File: src/rtl/cpu_core_mc.sv
// Multi-cycle 16-bit-instruction CPU core with req/ack instruction and data ports.
// Define CPU_MUL_EN to turn opcode 12 into MUL; otherwise it is a NOP.
module cpu_core_mc #(
  parameter int DATA_W = 8,
  parameter int ADDR_W = 8,
  parameter int NREGS  = 4
) (
  input  logic                     clk,
  input  logic                     reset,
  output logic                     imem_req,
  output logic [ADDR_W-1:0]        imem_addr,
  input  logic                     imem_ack,
  input  logic [15:0]              imem_rdata,
  output logic                     dmem_req,
  output logic                     dmem_we,
  output logic [ADDR_W-1:0]        dmem_addr,
  output logic [DATA_W-1:0]        dmem_wdata,
  input  logic                     dmem_ack,
  input  logic [DATA_W-1:0]        dmem_rdata,
  input  logic [$clog2(NREGS)-1:0] dbg_ra,
  output logic [DATA_W-1:0]        dbg_rd,
  output logic [ADDR_W-1:0]        pc_out,
  output logic [15:0]              instr_out,
  output logic                     retire,
  output logic                     halted
);

  localparam int RW = $clog2(NREGS);

  typedef enum logic [2:0] {
    S_FETCH, S_DECODE, S_EXEC, S_MEM, S_WB, S_HALT
  } state_t;

  state_t st, nxt;

  logic [ADDR_W-1:0] pc;
  logic [15:0]       ir;
  logic [DATA_W-1:0] rf [NREGS];
  logic [DATA_W-1:0] a, b, res, alu;
  logic [ADDR_W-1:0] maddr;
  logic [DATA_W-1:0] mwdata;
  logic              mwe;

  logic [3:0]    op;
  logic [RW-1:0] rd, rs1, rs2;
  logic          is_alu, is_ls, is_halt, taken;

  assign op  = ir[15:12];
  assign rd  = ir[8 +: RW];
  assign rs1 = ir[4 +: RW];
  assign rs2 = ir[0 +: RW];

`ifdef CPU_MUL_EN
  assign is_alu = (op <= 4'd7) || (op == 4'd12);
`else
  assign is_alu = (op <= 4'd7);
`endif
  assign is_ls   = (op == 4'd8) || (op == 4'd9);
  assign is_halt = (op == 4'd15);
  assign taken   = (op == 4'd11) || ((op == 4'd10) && (a == '0));

  always_comb begin
    alu = '0;
    case (op)
      4'd0: alu = a + b;
      4'd1: alu = a - b;
      4'd2: alu = a & b;
      4'd3: alu = a | b;
      4'd4: alu = a ^ b;
      4'd5: alu = a << 1;
      4'd6: alu = a >> 1;
      4'd7: alu = DATA_W'(ir[7:0]);
`ifdef CPU_MUL_EN
      4'd12: alu = DATA_W'(a * b);
`endif
      default: alu = '0;
    endcase
  end

  always_ff @(posedge clk) begin
    if (!reset) st <= S_FETCH;
    else        st <= nxt;
  end

  // Strobes are gated by reset so nothing is requested or retired in a reset cycle.
  always_comb begin
    nxt      = st;
    imem_req = 1'b0;
    dmem_req = 1'b0;
    retire   = 1'b0;
    case (st)
      S_FETCH: begin
        imem_req = 1'b1;
        if (imem_ack) nxt = S_DECODE;
      end
      S_DECODE: nxt = S_EXEC;
      S_EXEC: begin
        unique case (1'b1)
          is_ls:   nxt = S_MEM;
          is_alu:  nxt = S_WB;
          is_halt: nxt = S_HALT;
          default: begin
            retire = 1'b1;
            nxt    = S_FETCH;
          end
        endcase
      end
      S_MEM: begin
        dmem_req = 1'b1;
        if (dmem_ack) begin
          if (mwe) begin
            retire = 1'b1;
            nxt    = S_FETCH;
          end else begin
            nxt = S_WB;
          end
        end
      end
      S_WB: begin
        retire = 1'b1;
        nxt    = S_FETCH;
      end
      S_HALT: nxt = S_HALT;
      default: nxt = S_FETCH;
    endcase
    if (!reset) begin
      imem_req = 1'b0;
      dmem_req = 1'b0;
      retire   = 1'b0;
    end
  end

  always_ff @(posedge clk) begin
    if (!reset) begin
      pc     <= '0;
      ir     <= '0;
      a      <= '0;
      b      <= '0;
      res    <= '0;
      maddr  <= '0;
      mwe    <= 1'b0;
      mwdata <= '0;
      for (int i = 0; i < NREGS; i++) rf[i] <= '0;
    end else begin
      case (st)
        S_FETCH: if (imem_ack) ir <= imem_rdata;
        S_DECODE: begin
          a <= rf[rs1];
          b <= rf[rs2];
        end
        S_EXEC: begin
          res <= alu;
          if (is_ls) begin
            maddr  <= ADDR_W'(a);
            mwe    <= (op == 4'd9);
            mwdata <= b;
          end else if (!is_alu && !is_halt) begin
            pc <= taken ? ADDR_W'(ir[7:0]) : pc + 1'b1;
          end
        end
        S_MEM: begin
          if (dmem_ack) begin
            if (mwe) pc  <= pc + 1'b1;
            else     res <= dmem_rdata;
          end
        end
        S_WB: begin
          rf[rd] <= res;
          pc     <= pc + 1'b1;
        end
        default: ;
      endcase
    end
  end

  assign imem_addr  = pc;
  assign pc_out     = pc;
  assign instr_out  = ir;
  assign dmem_we    = mwe;
  assign dmem_addr  = maddr;
  assign dmem_wdata = mwdata;
  assign dbg_rd     = rf[dbg_ra];
  assign halted     = (st == S_HALT) && reset;

endmodule

File: config.mk
export PLATFORM = sky130hd
export DESIGN_NAME = cpu_core_mc
export DESIGN_NICKNAME = d
export VERILOG_FILES = /design/src/rtl/cpu_core_mc.sv
export SDC_FILE = /design/constraint.sdc
export NUM_CORES = 1
export LEC_CHECK = 0
export CAP_MARGIN = 25
export CORE_UTILIZATION = 51
export CTS_BUF_LIST = sky130_fd_sc_hd__clkbuf_4 sky130_fd_sc_hd__clkbuf_8
export CTS_CLUSTER_SIZE = 16
export DETAILED_ROUTE_END_ITERATION = 8
export MAX_ROUTING_LAYER = met4
export PLACE_DENSITY_LB_ADDON = 0.3
export REMOVE_ABC_BUFFERS = 1
export SLEW_MARGIN = 20
export SYNTH_ARGS = -nofsm -noshare
export SYNTH_HDL_FRONTEND = slang
export SYNTH_SLANG_ARGS = --single-unit
export TNS_END_PERCENT = 20
File: constraint.sdc
create_clock -name clk -period 2.4 [get_ports clk]
set_input_delay 0.48 -clock clk [delete_from_list [all_inputs] [get_ports clk]]
set_output_delay 0.48 -clock clk [all_outputs]
set_load 0.005 [all_outputs]
==> results of run 1 <==
stage by stage:
step | setup TNS, ps | area (um2)
5_1_grt | -875 | 7590
3_5_place_dp | -2160 | 7250
2_1_floorplan | -3940 | 5710
3_3_place_gp | -1730 | 7250
6_report | -320 | 7590
4_1_cts | -442 | 7520
synthesized netlist by cell type, types with 8 or more instances:
cell type  instances  area share
buf_2              9      0.0076
edfxtp_1          32        0.16
o22ai_1            9      0.0095
a21boi_0          33       0.042
ha_1              25       0.053
xnor2_1            8       0.012
o21ai_0           16       0.013
nor2_1            23       0.015
dfxtp_1           68        0.23
nand3_1           11      0.0092
and3_1            12       0.013
inv_1             22       0.014
nand2_1          125       0.079
a21oi_1           43       0.036
buf_4              9       0.011
mux2i_1           10       0.017
clkbuf_1          19       0.012
and2_1            30       0.032
mux4_2            25       0.095
power by group through the flow:
stage / sequential, mW / combinational, mW / clock, mW
6_report: 1.98 / 1.55 / 1.03
5_1_grt: 1.99 / 1.68 / 1.11
4_1_cts: 1.97 / 1.51 / 1.04
3_5_place_dp: 2.01 / 1.46 / 0
3_3_place_gp: 2.00 / 1.43 / 0
2_1_floorplan: 2.03 / 0.790 / 0
path summary, 6_finish.rpt:
check | end | cells past startpoint | slack [ps]
worst max-delay path | res[5] | 10 | -170
worst min-delay path | dmem_wdata[0] | 2 | 460
worst max register to register | res[5] | 10 | -170
worst min register to register | dmem_wdata[0] | 2 | 460
sequential cells by signal, indices dropped and copies added (netlist names), 3 cells and up:
register / count
a: 8
b: 8
dmem_addr: 8
dmem_wdata: 8
imem_addr: 8
instr_out: 16
res: 8
rf: 32
st: 3
cells by family (layout without fill, tap and decap cells):
group,count (synthesis),in the layout,share of synthesized area
buf+inv,70,195,0.0567
mux,37,37,0.116
fa+ha+maj,26,26,0.0559
simple gates,241,241,0.199
compound gates,151,151,0.167
flops,100,100,0.390
xor+xnor,11,11,0.0162
timing repair:
item,in CTS,in global routing
cloned,0,1
endpoints found under the setup margin,16,11
gates resized for setup,25,12
buffers inserted,0,2
pin swaps,6,6
hold buffers,0,0
routing by layer:
layer	vias up	track usage
li1	2506	-
met1	2577	0.385
met2	249	0.502
met3	43	0.0582
met4	0	0.151
met5	-	-
worst max-delay path: cells and delay by family (launching register included):
kind / cells / cell delay [ps]
buf+inv: 1 / 60
mux: 1 / 340
fa+ha+maj: 1 / 210
compound gates: 4 / 690
flops: 1 / 390
simple gates: 3 / 790
final cells by class:
| type | count | area (um2) |
|---|---|---|
| Clock buffer | 10 | 131 |
| Clock inverter | 6 | 47.5 |
| Fill cell | 942 | 3830 |
| Inverter | 24 | 90.1 |
| Multi-Input combinational cell | 466 | 3360 |
| Sequential cell | 100 | 2330 |
| Tap cell | 143 | 179 |
| Timing Repair Buffer | 155 | 1440 |
==> impl_metrics.csv, run 1 <==
group,metric,value,unit
critical_path,crit-reg2reg-launch,"instr_out[14]",
clock_network,cts_buffers,9,
timing,setup_violations,4,
min_path,min_path_type,"reg2reg",
critical_path,cp_max_fo,3,
placed_design,dp_slack,-212,ps
synth,async_reset_ff_frac,0,
floorplanning,rows,39,
route,met3WireLength,1.47,mm
route,vias,5375,
route,vias_per_cell,5.95,
synth,synth-edff-count,32,
floorplanning,io_pins,91,
timing,finClkSkew,16.1,ps
power,leakage,2.83,nW
placed_design,dp_hpwl,13.2,mm
timing,rsz0062_at_grt,"true",
power,p_switching,1.57,mW
timing,drv_slew,0,
timing,tightest_slew,730,ps
global_route,grt_usage,0.315,
route,drtIter0Drc,405,
placed_design,place_congestion,0.938,
route,routedWlPerCell,19.6,um
placed_design,portBuffers,90,
route,drtAntennaViolNets,0,
synth,yosysSeqAreaShare,0.390,
route,first_pass_iters,5,
timing,final_hold_viol_count,0,
critical_path,critPathKind,"reg2reg",
route,drc,0,
power,vdd_drop_max,343,uV
global_route,antenna_found_initial,0,
floorplanning,die_area,0.0121,mm2
synth,synth_flop_cell,"dfxtp_1",
timing,fin_hold_ws,462,ps
clock_network,clk_path_buf_depth,2,
finish,nNetsFinal,812,
synth,synth_cells,636,
clock_network,cts_tree,"yes",
synth,ys_seq_elements,100,
timing,max_freq,389,MHz
global_route,grt_max_degree,45,
critical_path,cp_slowest_cell,"dfxtp_4",
run_status,outcome,"complete, but fails checks",
global_route,grt_pass1_vias,5147,
min_path,min_from,"dmem_wdata[0]",
finish,layout.cells.non_filler,904,
timing,min_period_over_period,1.07,
power,p_sw_frac,0.344,
clock_network,clkSinkCount,100,
floorplanning,die_h,110,um
power,p_per_area,602,mW/mm2
synth,post_synth.cell_area_avg,9.36,um2
synth,synth.distinct_cells,69,
power,internal_power,2.99,mW
power,pwr-share-seq,0.434,
clock_network,clk_latency,390,ps
route,top_layer,"met4",
timing,setup_slack,-171,ps
power,total_power,4.57,mW
critical_path,start_kind,"flop",
global_route,grt_overflow,0,
finish,layout_commonest_cell,"nand2_1",
finish,fin_util,0.665,
finish,drive_gt1_frac,0.175,
run_status,violations,"negative setup slack",
global_route,grt_pass1_wl,27.3,mm
finish,antenna_cells,0,
route,wl_met2,8.65,mm
critical_path,slowest_delay,390,ps
clock_network,h-tree-depth,3,
synth,synth_warnings,0,
critical_path,cp-end-kind,"flop",
power,clkPwrFrac,0.226,
synth,synth_area,0.00595,mm2
critical_path,crit_start,"instr_out[14]",
floorplanning,initial_core_util,0.521,
run,cap_violations,0,
route,met1Wirelength,6.89,mm
critical_path,cp_cell_sequence,"nor4b_4 -> mux2_4 -> inv_1 -> ha_1 -> nor2b_1 -> o31a_1 -> o21a_1 -> or3_1 -> a31oi_1 -> a311oi_1",
critical_path,critPathRequiredTime,2670,ps
critical_path,arrival,2840,ps
clock_network,clk_pin_slew_worst_paths,100,ps
floorplanning,coreArea,0.0114,mm2
clock_network,cts-root-buf,"clkbuf_8",
floorplanning,die_w,110,um
timing,period_needed,2570,ps
finish,area_delta_synth_final,27.5,%
power,p_comb_frac,0.340,
timing,max_slew_margin,0.512,
finish,final_cell_mix,"nand2_1, clkdlybuf4s50_1, dfxtp_1, buf_4, a21oi_1",
route,wirelength,17.7,mm
placed_design,dp.cells,885,
Power figures use the tool's default switching activity.
==> run 2: changes to the inputs <==
--- a/config.mk
+++ b/config.mk
@@ -6,6 +6,7 @@
 export NUM_CORES = 1
 export LEC_CHECK = 0
 export CAP_MARGIN = 25
+export CORE_ASPECT_RATIO = 0.8
 export CORE_UTILIZATION = 51
 export CTS_BUF_LIST = sky130_fd_sc_hd__clkbuf_4 sky130_fd_sc_hd__clkbuf_8
 export CTS_CLUSTER_SIZE = 16
@@ -13,6 +14,7 @@
 export MAX_ROUTING_LAYER = met4
 export PLACE_DENSITY_LB_ADDON = 0.3
 export REMOVE_ABC_BUFFERS = 1
+export SKIP_CTS_REPAIR_TIMING = 1
 export SLEW_MARGIN = 20
 export SYNTH_ARGS = -nofsm -noshare
 export SYNTH_HDL_FRONTEND = slang
==> run 2 against run 1 <==
  * The flow still finishes with violations (negative setup slack)
  * Die area about the same
  * Clock skew down 1.4 ps
  * Count of clock-buffer cells in the layout fell by 1
  * Design area is 0.81% higher
  * Critical path depth grew 1
  * Total power is 2.1% higher
  * Register-to-register slack lost 110 ps
  * Routed wire length shrank 2.3%
  * Global-route usage fell by 0.97 points
  * Via count rose by 1.6%
  * Utilization up 2.4 points
  * Clock power is essentially flat
  * Critical endpoint unchanged
  * Largest power group unchanged
  * Highest routed layer unchanged
==> impl_metrics.csv, run 2 (same netlist as run 1, synthesis figures left out) <==
group,metric,value,unit
placed_design,dp_hpwl,12.6,mm
clock_network,clk_latency,380,ps
floorplanning,coreArea,0.0111,mm2
finish,fillerInstances,868,
power,vdd_drop_max,325,uV
global_route,grt_pass1_vias,5228,
critical_path,arrival,2940,ps
clock_network,cts-root-buf,"clkbuf_8",
finish,antenna_cells,0,
placed_design,place_congestion,0.991,
timing,max_freq,374,MHz
finish,layout_commonest_cell,"nand2_1",
clock_network,cts_tree,"yes",
min_path,min_path_type,"reg2reg",
critical_path,cp-end-kind,"flop",
floorplanning,die_w,123,um
finish,largest_reg_flops,32,
critical_path,cp_max_fo,3,
route,routedWlPerCell,19.1,um
floorplanning,io_pins,91,
clock_network,cts_buffers,9,
floorplanning,rows,34,
timing,finClkSkew,14.7,ps
route,vias,5462,
timing,tightest_slew,712,ps
route,wirelength,17.3,mm
finish,fin_util,0.689,
timing,setup_violations,7,
timing,final_hold_viol_count,0,
global_route,antenna_found_initial,0,
clock_network,clk_pin_slew_worst_paths,110,ps
finish,top_register,"rf",
finish,drive_gt1_frac,0.184,
floorplanning,die_area,0.0121,mm2
clock_network,clkSinkCount,100,
timing,setup_slack,-276,ps
finish,final_cell_mix,"nand2_1, clkdlybuf4s50_1, dfxtp_1, buf_4, a21oi_1",
timing,period_needed,2680,ps
global_route,grt_overflow,0,
route,vias_per_cell,6.04,
critical_path,critPathKind,"reg2reg",
floorplanning,initial_core_util,0.536,
clock_network,clk_path_buf_depth,2,
global_route,grt_usage,0.305,
finish,multiInputGateArea,0.00341,mm2
global_route,grt_max_degree,40,
timing,min_period_over_period,1.12,
run_status,outcome,"complete, but fails checks",
finish,regArea,0.00233,mm2
clock_network,h-tree-depth,3,
finish,area_delta_synth_final,28.5,%
timing,max_slew_margin,0.524,
placed_design,dp_slack,-306,ps
global_route,grt_pass1_wl,27.1,mm
timing,drv_slew,0,
placed_design,portBuffers,90,
run,cap_violations,0,
route,first_pass_iters,6,
timing,rsz0062_at_grt,"true",
power,leakage,2.88,nW
run_status,violations,"negative setup slack",
power,p_per_area,609,mW/mm2
critical_path,critPathRequiredTime,2660,ps
route,drtIter0Drc,515,
critical_path,start_kind,"flop",
route,drtAntennaViolNets,0,
floorplanning,die_h,98.6,um
route,drc,0,
finish,nNetsFinal,812,
==> run 2: stage by stage <==
step                hold WS [ps]  std cells  cell area, um2  power [mW]  TNS [ps]
floorplan                    453        590            5710        2.82     -3940
global placement             443        888            7290        3.43     -2650
detailed placement           446        888            7290        3.46     -3200
CTS                          462        904            7470        4.50     -3960
global route                 481        905            7650        4.88     -1810
finish                       462        905            7650        4.66      -853
==> run 2: layout make-up <==
class,instances,area share
clock buffer,9,0.0162
clock inverter,7,0.00752
inverter,24,0.0118
multi-input combinational,466,0.445
sequential,100,0.305
tap,144,0.0235
timing repair buffer,155,0.191
==> run 2: worst paths after layout <==
kind	start	end	slack [ps]	cells past startpoint
setup reg to reg	instr_out[13]	res[5]	-280	11
hold reg to reg	dmem_wdata[4]	dmem_wdata[4]	460	2
hold / removal	dmem_wdata[4]	dmem_wdata[4]	460	2
setup / recovery	instr_out[13]	res[5]	-280	11
==> run 2: critical path, stage by stage, from the launching register on <==
cell and delay (ps):
dfxtp_2 350, nor4b_4 300, buf_4 180, mux2_4 300
inv_2 70, ha_4 190, nor2b_4 120, o31a_1 310
o21a_1 200, or3_1 310, a31oi_1 140, a311oi_1 70
==> run 2: power breakdown <==
part           total, mW  switching, mW  internal, mW
sequential          1.97          0.131          1.84
clock               1.05          0.655         0.392
combinational       1.64          0.848         0.794
==> run 2: routing by layer <==
metal / global-route usage / part of all wire / vias up
li1: - / - / 2505
met1: 0.397 / 0.43 / 2589
met2: 0.448 / 0.45 / 311
met3: 0.0787 / 0.091 / 57
met4: 0.129 / 0.033 / 0
met5: - / 0 / -
